===== config.mk =====
export PLATFORM = sky130hd
export DESIGN_NAME = vta_mem_dpi_initiator
export DESIGN_NICKNAME = d
export VERILOG_FILES = /design/src/rtl/vta_mem_dpi_pkg.sv /design/src/rtl/vta_mem_dpi_beat_cnt.sv /design/src/rtl/vta_mem_dpi_initiator.sv
export SDC_FILE = /design/constraint.sdc
export NUM_CORES = 1
export LEC_CHECK = 0
export CORE_AREA = 3 3 178 180
export DETAILED_ROUTE_END_ITERATION = 7
export DIE_AREA = 0 0 181 183
export SETUP_SLACK_MARGIN = 0.15
export SLEW_MARGIN = 20
export SYNTH_ARGS = -nofsm -noshare
export SYNTH_HDL_FRONTEND = slang
export SYNTH_SLANG_ARGS = --single-unit

===== constraint.sdc =====
create_clock -name clock -period 3.2 [get_ports clock]
set_clock_uncertainty 0.2 [all_clocks]
set_input_delay 0.8 -clock clock [delete_from_list [all_inputs] [get_ports clock]]
set_output_delay 0.8 -clock clock [all_outputs]
set_load 0.005 [all_outputs]

===== src/rtl/vta_mem_dpi_pkg.sv =====
// rtl/vta_mem_dpi_pkg.sv - shared opcodes, FSM states and request type for the VTA memory DPI initiator
package vta_mem_dpi_pkg;

    localparam int DEF_LEN_BITS  = 32;
    localparam int DEF_ADDR_BITS = 64;
    localparam int DEF_DATA_BITS = 64;

    localparam logic OP_RD = 1'b0;
    localparam logic OP_WR = 1'b1;

    typedef enum logic [1:0] {
        IDLE  = 2'd0,
        WRITE = 2'd1,
        READ  = 2'd2
    } state_t;

    // One burst request at the default widths: opcode, byte base address, beats minus one
    typedef struct packed {
        logic                     opcode;
        logic [DEF_ADDR_BITS-1:0] addr;
        logic [DEF_LEN_BITS-1:0]  len;
    } req_t;

endpackage


===== src/rtl/vta_mem_dpi_beat_cnt.sv =====
// rtl/vta_mem_dpi_beat_cnt.sv - burst beat counter with clear, increment and last-beat flag
module vta_mem_dpi_beat_cnt
    import vta_mem_dpi_pkg::*;
#(
    parameter int LEN_BITS = DEF_LEN_BITS
) (
    input  logic                clock,
    input  logic                reset,
    input  logic                clear,
    input  logic                inc,
    input  logic [LEN_BITS-1:0] len,
    output logic [LEN_BITS-1:0] count,
    output logic                last
);

    // Count accepted beats; a new request restarts the count from zero
    always_ff @(posedge clock) begin
        if (reset || clear) begin
            count <= '0;
        end else if (inc) begin
            count <= count + LEN_BITS'(1);
        end
    end

    // Compare happens before the increment, so len = all-ones fires before any wrap
    assign last = (count == len);

endmodule


===== src/rtl/vta_mem_dpi_initiator.sv =====
// rtl/vta_mem_dpi_initiator.sv - converts accelerator burst requests into VTA memory DPI transactions
module vta_mem_dpi_initiator
    import vta_mem_dpi_pkg::*;
#(
    parameter int LEN_BITS  = DEF_LEN_BITS,
    parameter int ADDR_BITS = DEF_ADDR_BITS,
    parameter int DATA_BITS = DEF_DATA_BITS
) (
    input  logic                 clock,
    input  logic                 reset,
    input  logic                 req_valid,
    output logic                 req_ready,
    input  logic                 req_opcode,
    input  logic [ADDR_BITS-1:0] req_addr,
    input  logic [LEN_BITS-1:0]  req_len,
    input  logic                 wr_valid,
    output logic                 wr_ready,
    input  logic [DATA_BITS-1:0] wr_bits,
    input  logic                 wr_last,
    output logic                 rd_valid,
    input  logic                 rd_ready,
    output logic [DATA_BITS-1:0] rd_bits,
    output logic                 rd_last,
    output logic                 done,
    output logic                 err,
    output logic                 dpi_req_valid,
    output logic                 dpi_req_opcode,
    output logic [LEN_BITS-1:0]  dpi_req_len,
    output logic [ADDR_BITS-1:0] dpi_req_addr,
    output logic                 dpi_wr_valid,
    output logic [DATA_BITS-1:0] dpi_wr_bits,
    input  logic                 dpi_rd_valid,
    input  logic [DATA_BITS-1:0] dpi_rd_bits,
    output logic                 dpi_rd_ready
);

    state_t              state;
    logic [LEN_BITS-1:0] count;
    logic                cnt_last;
    logic                req_fire;
    logic                wr_fire;
    logic                rd_fire;

    // Handshake lines are forced low while reset is held, even before state has been cleared
    assign req_ready    = !reset && (state == IDLE);
    assign wr_ready     = !reset && (state == WRITE) && !dpi_req_valid;
    assign rd_valid     = !reset && (state == READ) && dpi_rd_valid;
    assign dpi_rd_ready = !reset && (state == READ) && rd_ready;
    assign rd_bits      = dpi_rd_bits;
    assign rd_last      = rd_valid && cnt_last;

    assign req_fire = req_valid && req_ready;
    assign wr_fire  = wr_valid && wr_ready;
    assign rd_fire  = rd_valid && rd_ready;

    vta_mem_dpi_beat_cnt #(
        .LEN_BITS (LEN_BITS)
    ) u_beat_cnt (
        .clock (clock),
        .reset (reset),
        .clear (req_fire),
        .inc   (wr_fire || rd_fire),
        .len   (dpi_req_len),
        .count (count),
        .last  (cnt_last)
    );

    // Burst FSM: latch the request, strobe it to the model, then move beats until len+1 are done
    always_ff @(posedge clock) begin
        if (reset) begin
            state          <= IDLE;
            dpi_req_valid  <= 1'b0;
            dpi_req_opcode <= 1'b0;
            dpi_req_len    <= '0;
            dpi_req_addr   <= '0;
            dpi_wr_valid   <= 1'b0;
            dpi_wr_bits    <= '0;
            done           <= 1'b0;
            err            <= 1'b0;
        end else begin
            dpi_req_valid <= 1'b0;
            dpi_wr_valid  <= 1'b0;
            done          <= 1'b0;
            case (state)
                IDLE: begin
                    if (req_fire) begin
                        dpi_req_valid  <= 1'b1;
                        dpi_req_opcode <= req_opcode;
                        dpi_req_len    <= req_len;
                        dpi_req_addr   <= req_addr;
                        state          <= (req_opcode == OP_WR) ? WRITE : READ;
                    end
                end
                WRITE: begin
                    if (wr_fire) begin
                        dpi_wr_valid <= 1'b1;
                        dpi_wr_bits  <= wr_bits;
                        if (cnt_last) begin
                            done  <= 1'b1;
                            state <= IDLE;
                            if (!wr_last) begin
                                err <= 1'b1;
                            end
                        end else if (wr_last) begin
                            err <= 1'b1;
                        end
                    end
                end
                READ: begin
                    if (rd_fire && cnt_last) begin
                        done  <= 1'b1;
                        state <= IDLE;
                    end
                end
                default: state <= IDLE;
            endcase
        end
    end

endmodule


==> results of run 1 <==
-- final cells by class --
cell class / count / area, sq um / share of cell area, %
flip-flops and latches: 199 / 4010 / 33.7
inverters: 6 / 23.8 / 0.200
clock inverters: 13 / 160 / 1.35
repair buffers: 352 / 3510 / 29.5
well taps: 396 / 495 / 4.16
clock buffers: 19 / 453 / 3.80
multi-input cells: 479 / 3240 / 27.2
-- registers in the layout, summed over array words and instances, names as in the netlist --
name	count
dpi_req_addr	64
dpi_wr_bits	64
dpi_req_len	32
u_beat_cnt.count	32
state	2
done	1
dpi_req_opcode	1
dpi_req_valid	1
dpi_wr_valid	1
err	1
-- worst paths after layout --
check        slack (ns)  depth (start not counted)              end
max                0.25                          3     dpi_rd_ready
min                0.27                          2  dpi_wr_bits[40]
max reg2reg        0.82                          9         state[1]
min reg2reg        0.27                          2  dpi_wr_bits[40]
-- where the power goes --
| group | switching [mW] | internal, mW | leakage, nW |
|---|---|---|---|
| Clock | 1.04 | 1.22 | 0.304 |
| Combinational | 0.576 | 0.904 | 2.30 |
| Sequential | 0.186 | 2.73 | 1.63 |
| Total | 1.80 | 4.86 | 4.24 |
-- worst max-delay path: stages --
cell and delay (ns):
sky130_fd_sc_hd__clkdlybuf4s50_1 0.47, sky130_fd_sc_hd__and3b_1 0.15, sky130_fd_sc_hd__clkdlybuf4s50_1 0.53
-- cell usage after synthesis --
cell type / number / area [sq um]
sky130_fd_sc_hd__nor3_1: 2 / 10.0
sky130_fd_sc_hd__nor4_4: 2 / 42.5
sky130_fd_sc_hd__clkbuf_1: 39 / 146
sky130_fd_sc_hd__and4_2: 2 / 20.0
sky130_fd_sc_hd__and2_1: 3 / 18.8
sky130_fd_sc_hd__buf_4: 65 / 488
sky130_fd_sc_hd__mux2i_1: 3 / 30.0
sky130_fd_sc_hd__and3_1: 1 / 6.26
sky130_fd_sc_hd__nand3b_1: 1 / 7.51
sky130_fd_sc_hd__nor2_1: 36 / 135
sky130_fd_sc_hd__nand4_1: 16 / 100
sky130_fd_sc_hd__o211ai_2: 1 / 12.5
sky130_fd_sc_hd__o22ai_1: 1 / 6.26
sky130_fd_sc_hd__nor4_2: 1 / 12.5
sky130_fd_sc_hd__and4b_1: 1 / 10.0
sky130_fd_sc_hd__buf_2: 1 / 5.00
sky130_fd_sc_hd__nor3b_2: 1 / 12.5
sky130_fd_sc_hd__and3b_1: 2 / 17.5
sky130_fd_sc_hd__a221o_2: 1 / 11.3
sky130_fd_sc_hd__o21ai_1: 2 / 10.0
sky130_fd_sc_hd__buf_1: 5 / 18.8
sky130_fd_sc_hd__nor3_2: 1 / 10.0
sky130_fd_sc_hd__nand2b_1: 66 / 413
sky130_fd_sc_hd__dfxtp_1: 199 / 3980
sky130_fd_sc_hd__clkinv_2: 1 / 5.00
sky130_fd_sc_hd__o21ai_0: 67 / 335
sky130_fd_sc_hd__a22o_1: 97 / 850
sky130_fd_sc_hd__inv_1: 5 / 18.8
sky130_fd_sc_hd__a21o_1: 1 / 7.51
sky130_fd_sc_hd__xnor2_2: 1 / 16.3
sky130_fd_sc_hd__nand3_1: 8 / 40.0
sky130_fd_sc_hd__o2111ai_4: 1 / 26.3
sky130_fd_sc_hd__nand2_1: 82 / 308
sky130_fd_sc_hd__or2_4: 1 / 8.76
sky130_fd_sc_hd__a21oi_1: 5 / 25.0
sky130_fd_sc_hd__or3_1: 5 / 31.3
sky130_fd_sc_hd__ha_1: 4 / 50.1
sky130_fd_sc_hd__and4_1: 2 / 17.5
sky130_fd_sc_hd__xnor2_1: 36 / 315
sky130_fd_sc_hd__xor2_1: 23 / 201
sky130_fd_sc_hd__nand3_2: 2 / 20.0
sky130_fd_sc_hd__nand4_2: 1 / 12.5
-- stage by stage --
step / util, % / hold slack, ns
final: 39.2 / 0.273
after detailed placement: 36.8 / 0.253
after CTS: 39.0 / 0.279
after global placement: 36.8 / 0.255
after global routing: 39.2 / 0.287
after floorplan: - / 0.266
-- cells by family (layout without fill, tap and decap cells) --
kind of cell	after synthesis	in the layout	share of synthesized area, %
buf+inv	116	390	8.72
fa+ha+maj	4	4	0.640
xor+xnor	60	60	6.82
mux	3	3	0.384
simple gates	236	236	16.0
flops	199	199	51.0
compound gates	176	176	16.4
-- repair_timing --
action,in CTS,in global routing
endpoints found under the setup margin,2,2
pin swaps,6,5
setup buffers,0,1
hold endpoints to repair,0,0
resized for setup,21,17
hold buffers,0,0
-- cell usage in the layout (no fill, tap or decap), types with 3 or more instances in the layout --
cell type                         netlist  layout
sky130_fd_sc_hd__nand2_1               82      82
sky130_fd_sc_hd__mux2i_1                3       3
sky130_fd_sc_hd__or3_1                  5       5
sky130_fd_sc_hd__a21oi_1                5       4
sky130_fd_sc_hd__inv_8                  0       3
sky130_fd_sc_hd__inv_1                  5       5
sky130_fd_sc_hd__buf_4                 65      12
sky130_fd_sc_hd__dfxtp_1              199     179
sky130_fd_sc_hd__xor2_1                23      23
sky130_fd_sc_hd__nand4_1               16      16
sky130_fd_sc_hd__buf_12                 0       3
sky130_fd_sc_hd__o21ai_0               67      67
sky130_fd_sc_hd__nand3_1                8       8
sky130_fd_sc_hd__nor4_4                 2       3
sky130_fd_sc_hd__clkinv_4               0       4
sky130_fd_sc_hd__ha_1                   4       4
sky130_fd_sc_hd__nor2_1                36      36
sky130_fd_sc_hd__xnor2_1               36      30
sky130_fd_sc_hd__xnor2_2                1       5
sky130_fd_sc_hd__inv_6                  0       3
sky130_fd_sc_hd__dfxtp_2                0      18
sky130_fd_sc_hd__clkdlybuf4s50_1        0     333
sky130_fd_sc_hd__clkbuf_16              0      17
sky130_fd_sc_hd__a22o_1                97      97
sky130_fd_sc_hd__nand2b_1              66      66
-- layer usage --
layer / vias to the layer above / part of all wire (%) / GRT usage (%)
met5: - / 0 / 0
met4: 0 / 3.3 / 7.28
met3: 49 / 9.4 / 5.93
met2: 259 / 46 / 23.1
met1: 2955 / 41 / 16.3
li1: 3184 / - / -
==> Implementation_results.wiki, run 1 <==
{| class="wikitable"
! Metric !! Value
|-
| Run status || finished clean
|-
| Number of pins with negative max-slew slack in the final report || 0
|-
| Maximum fanout along the worst path || 2
|-
| Number of storage elements in the synthesis netlist || 199
|-
| Cells after Synth || 794
|-
| Net count, final || 1,291
|-
| Insertion delay of the later-clocked pin in the worst-skew pair || 0.44 ns
|-
| Power, Total || 6.66 mW
|-
| Die X-Extent || 181 um
|-
| Routed via count || 6,447
|-
| Final hold violation count || 0
|-
| Number of antenna violations at the first check in global routing || 0
|-
| CTS clock-pin slew for the worst setup and hold paths || 0.07 ns
|-
| Kind of start point of the critical path || input port
|-
| Core region area || 30,300 sq um
|-
| Post-layout instance area || 11,900 sq um
|-
| Slew headroom || 61.2%
|-
| Vias in the first global route || 6,524
|-
| Post-route DRC violation count || 0
|-
| Die area || 33,100 sq um
|-
| Total global routing track utilization || 14.3%
|-
| Number of filler instances in the final layout || 3,006
|-
| Overall routed net length || 24,300 um
|-
| Pin slew with the least headroom to its limit || 0.582 ns
|-
| Worst min path class || register to register
|-
| Max_cap viols || 0
|-
| Initial core utilization || 25.8%
|-
| Sinks on Clock Net || 199
|-
| Ratio of total power to cell area || 559 nW/um^2
|-
| Standard cell area after detailed placement || 11,200 sq um
|-
| Detailed-placement wirelength estimate || 17,700 um
|-
| Achievable frequency || 0.339 GHz
|-
| Num rows || 64
|-
| Setup repair after global routing missed its margin || false
|-
| H-Tree Level Count || 4
|-
| Final min period || 2.95 ns
|-
| Crit path launch || rd_ready
|-
| Final worst setup slack || 0.249 ns
|-
| Grt total ovfl || 0
|-
| Syn. warnings || 0
|-
| Worst hold start || dpi_wr_bits[40]
|-
| Category of the worst setup path capture point || output pin
|-
| CTS tree || yes
|-
| Port-buffer cells || 337
|-
| Wire length of the first global-routing pass || 36,900 um
|-
| Post-synthesis cell area || 7820 sq um
|-
| Layout-stage area growth over the synthesis result || 52.3%
|-
| Post-synthesis net count || 1,030
|-
| Fraction of final layout cells with drive strength greater than 1 || 8.80%
|-
| Pre-Repair DR Iteration Count || 4
|-
| Mean routed wirelength per cell || 16.6 um
|-
| Dpl cells || 1,431
|-
| Detailed-route vias per instance || 4.40
|-
| Signal arrival time at the worst endpoint || 1.95 ns
|-
| Buffer type at the clock tree root || sky130_fd_sc_hd__clkbuf_16
|-
| Final number of setup-violating endpoints || 0
|-
| Setup TNS after final layout || 0 ns
|-
| Netlist cell types || 42
|-
| Chip Height || 183 um
|-
| Number of design-rule violations left by the first detailed-router iteration || 207
|-
| Number of buffers added by the clock tree synthesis step || 17
|-
| CP required || 2.20 ns
|-
| Proportion of synthesized chip area in sequential cells || 51.0%
|-
| Peak supply drop || 0.361 mV
|-
| Gpl congestion || 0.789
|-
| Number of buffers on the longest clock path || 2
|-
| Maximum number of pins on one net before global-route repair || 102
|-
| # diodes || 0
|-
| Remaining number of nets flagged by the antenna check after routing || 0
|-
| I/O pin count || 466
|-
| Leak Pwr || 4.24 nW
|-
| Source of the worst register-to-register timing path || state[1]
|-
| Worst setup timing slack at the placement stage || -0.183 ns
|-
| Number of standard cells in the final layout excluding fillers || 1,464
|-
| Mean cell area of the mapped netlist || 9.84 sq um
|-
| Share of the clock period used by the worst path after layout || 92.2%
|-
| Type of the setup path with the least slack || input port to output pin
|}
Power figures use the tool's default switching activity.
==> inputs of run 2 (changes only) <==
- CORE_AREA: 3 3 178 180 -> 3 3 180 182
- DIE_AREA: 0 0 181 183 -> 0 0 183 185
- clock period: 3.2 -> 2.57 ns (I/O delays scaled with it)
==> run 2 against run 1 <==
  * The run now ends with setup timing left
  * Sequential share of layout area down 1.4 points
  * Die area up 2.2%
  * Worst hold slack worse by 0.00090 ns
  * Combinational power up 40%
  * Cell area up 4.0%
  * Clock power up 20%
  * Register-to-register slack worse by 0.93 ns
  * Highest routed layer is now met5
  * Clock-buffer cell count unchanged
  * Largest power group unchanged
  * Critical path depth up 12
  * Power up 26%
  * Sequential cell count unchanged
  * Critical endpoint is now state[0]
==> Implementation_results.wiki, run 2 (synthesis gave the netlist of run 1 again) <==
{| class="wikitable"
! Metric !! Value
|-
| Run status || finished, violations left
|-
| Failing checks || setup timing
|-
| Number of design-rule violations left by the first detailed-router iteration || 242 (+17%)
|-
| CP required || 2.70 ns (+0.50 ns)
|-
| Detailed-route vias per instance || 4.39 (-0.37%)
|-
| Most used cell along the critical path || sky130_fd_sc_hd__buf_6
|-
| Largest registers || dpi_req_addr x64, dpi_wr_bits x64
|-
| Worst setup timing slack at the placement stage || -0.381 ns (-0.199 ns)
|-
| Final number of setup-violating endpoints || 3 (+3)
|-
| Insertion delay of the later-clocked pin in the worst-skew pair || 0.45 ns (about the same)
|-
| Number of buffers on the longest clock path || 2 (unchanged)
|-
| Number of standard cells in the final layout excluding fillers || 1,526 (+4.2%)
|-
| Die X-Extent || 183 um (+1.1%)
|-
| Leak Pwr || 4.54 nW (+7.1%)
|-
| Worst-case hold path end point || dpi_wr_bits[41]
|-
| Slack of the worst reg-to-reg path || -0.11 ns (-0.93 ns)
|-
| Total global routing track utilization || 14.6% (+0.31 points)
|-
| CTS clock-pin slew for the worst setup and hold paths || 0.07 ns (about the same)
|-
| Number of cells traversed by the worst hold path || 2 (unchanged)
|-
| Number of filler instances in the final layout || 3,049 (+1.4%)
|-
| Hold-fix buffers, CTS || 0 (unchanged)
|-
| Num rows || 64 (unchanged)
|-
| Category of the worst setup path capture point || register
|-
| Routed via count || 6,695 (+3.8%)
|-
| Standard cell area after detailed placement || 11,600 sq um (+3.7%)
|-
| Grt total ovfl || 0 (unchanged)
|-
| Number of buffers added by the clock tree synthesis step || 17 (unchanged)
|-
| Power, Total || 8.41 mW (+26%)
|-
| Wire length of the first global-routing pass || 38,000 um (+3.2%)
|-
| Share of the clock period used by the worst path after layout || 104%
|-
| Number of antenna violations at the first check in global routing || 2 (+2)
|-
| Post-layout instance area || 12,400 sq um (+4.0%)
|-
| Maximum number of pins on one net before global-route repair || 92 (-9.8%)
|-
| Detailed-placement wirelength estimate || 18,900 um (+6.9%)
|-
| Kind of start point of the critical path || register
|-
| Remaining number of nets flagged by the antenna check after routing || 0 (unchanged)
|-
| Net count, final || 1,354 (+4.9%)
|-
| Final hold violation count || 0 (unchanged)
|-
| Maximum fanout along the worst path || 2 (unchanged)
|-
| Die area || 33,900 sq um (+2.2%)
|-
| Max_cap viols || 0 (unchanged)
|-
| Clock network fraction of design power || 32.3% (-1.6 points)
|-
| Setup repair after global routing missed its margin || true
|-
| Chip Height || 185 um (+1.1%)
|-
| Internal power component || 6.13 mW (+26%)
|-
| Achievable frequency || 0.373 GHz
|-
| Mean routed wirelength per cell || 16.7 um (+1.1%)
|-
| # diodes || 0 (unchanged)
|-
| Worst min path class || register to register
|-
| Ordered cell list for the critical path || xnor2_2, nand4_1, nor4_2, buf_4, buf_6, buf_6, buf_6, buf_6, buf_6, buf_6, buf_6, buf_6, nand4_1, a221o_2, mux2i_1
|-
| I/O pin count || 466 (unchanged)
|-
| Pre-Repair DR Iteration Count || 4 (unchanged)
|-
| Ratio of total power to cell area || 679 nW/um^2 (+21%)
|-
| Sinks on Clock Net || 199 (unchanged)
|-
| Source of the worst register-to-register timing path || dpi_req_len[18]
|-
| Final worst setup slack || -0.110 ns (-0.359 ns)
|-
| Number of pins with negative max-slew slack in the final report || 0 (unchanged)
|-
| Delay of the slowest critical-path stage || 0.38 ns (-0.15 ns)
|-
| Cell with the largest stage delay on the worst path || sky130_fd_sc_hd__a221o_2
|-
| Vias in the first global route || 6,791 (+4.1%)
|-
| Switching power || 2.28 mW (+27%)
|-
| Core region area || 30,700 sq um (+1.3%)
|-
| Worst hold start || dpi_wr_bits[41]
|-
| Final min period || 2.68 ns
|-
| Initial core utilization || 25.4% (-0.34 points)
|-
| Overall routed net length || 25,600 um (+5.3%)
|-
| Fraction of final layout cells with drive strength greater than 1 || 14.2% (+5.4 points)
|-
| Signal arrival time at the worst endpoint || 2.81 ns (+0.86 ns)
|-
| CTS tree || yes
|-
| Dpl cells || 1,485 (+3.8%)
|-
| Port-buffer cells || 337 (unchanged)
|-
| Sequential share of power || 43.1% (-0.7 points)
|-
| Buffer type at the clock tree root || sky130_fd_sc_hd__clkbuf_16
|-
| Most frequent cells in the layout || sky130_fd_sc_hd__clkdlybuf4s50_1, sky130_fd_sc_hd__dfxtp_1, sky130_fd_sc_hd__a22o_1, sky130_fd_sc_hd__nand2_1, sky130_fd_sc_hd__o21ai_0
|-
| Net switching share of the total power || 27.1% (+0.087 points)
|-
| Layout-stage area growth over the synthesis result || 58.4%
|-
| Post-route DRC violation count || 0 (unchanged)
|-
| Peak supply drop || 0.573 mV (+59%)
|-
| Number of cell instances on the worst register-to-register path || 15 (+6)
|-
| Slew headroom || 69.2% (+8.1 points)
|-
| Power share of the combinational group || 24.6% (+2.4 points)
|-
| Pin slew with the least headroom to its limit || 0.461 ns (-0.121 ns)
|-
| H-Tree Level Count || 4 (unchanged)
|-
| Gpl congestion || 0.759 (-3.8%)
|-
| Type of the setup path with the least slack || register to register
|-
| End of the worst register-to-register path || state[0]
|-
| Most common cell after layout, fill and taps aside || sky130_fd_sc_hd__clkdlybuf4s50_1
|-
| Utilization after layout || 40.3% (+1.0 points)
|}
run 2: through the flow:
step / TNS [ns] / hold slack (ns)
4_1_cts: -0.255 / 0.276
2_1_floorplan: 0 / 0.266
5_1_grt: -0.685 / 0.287
6_report: -0.283 / 0.272
3_3_place_gp: -0.947 / 0.255
3_5_place_dp: -1.49 / 0.254
run 2: repair_timing:
item / in CTS / in global routing
resized for setup: 36 / 24
buffers inserted: 9 / 1
endpoints found under the hold margin: 0 / 0
pin swaps: 12 / 10
setup endpoints to repair: 5 / 16
run 2: power by group through the flow:
stage / Combinational (mW) / Clock [mW] / Sequential [mW]
after floorplan: 0.771 / 0 / 3.68
after global placement: 1.99 / 0 / 3.67
after detailed placement: 1.99 / 0 / 3.68
after CTS: 2.08 / 2.83 / 3.62
after global routing: 2.24 / 2.92 / 3.67
final: 2.07 / 2.72 / 3.63
run 2: worst max-delay path by stage:
stage / start / to / slack (ns)
3_3_place_gp: dpi_rd_valid / rd_last / -0.34
6_report: dpi_req_len[18] / state[0] / -0.11
2_1_floorplan: reset / u_beat_cnt.count[30] / 0.32
3_5_place_dp: dpi_rd_valid / rd_last / -0.38
4_1_cts: u_beat_cnt.count[18] / rd_last / -0.10
5_1_grt: dpi_req_len[18] / state[0] / -0.26
run 2: worst max-delay path, delay by kind of cell (launching register included):
family	cells	cell delay, ns
buffers and inverters	9	0.82
xor gates and xnor gates	1	0.15
DFF	1	0.34
AOI/OAI and AO/OA	1	0.38
and+or+nand+nor	3	0.56
muxes	1	0.13
run 2: final cells by class:
class                           count  area, sq um  area share [%]
Tap cell                          396          495            4.00
Timing Repair Buffer              415         4030            32.6
Sequential cell                   199         4000            32.3
Inverter                            6         23.8           0.192
Multi-Input combinational cell    479         3250            26.3
Clock inverter                     12          145            1.17
Clock buffer                       19          433            3.50
run 2: routing by layer:
layer	part of all wire (%)	wire length, um	track usage [%]
met4	2.8	728	6.34
met2	46	11800	24.1
met5	0.082	21	0
met1	41	10500	16.5
met3	9.9	2530	6.36
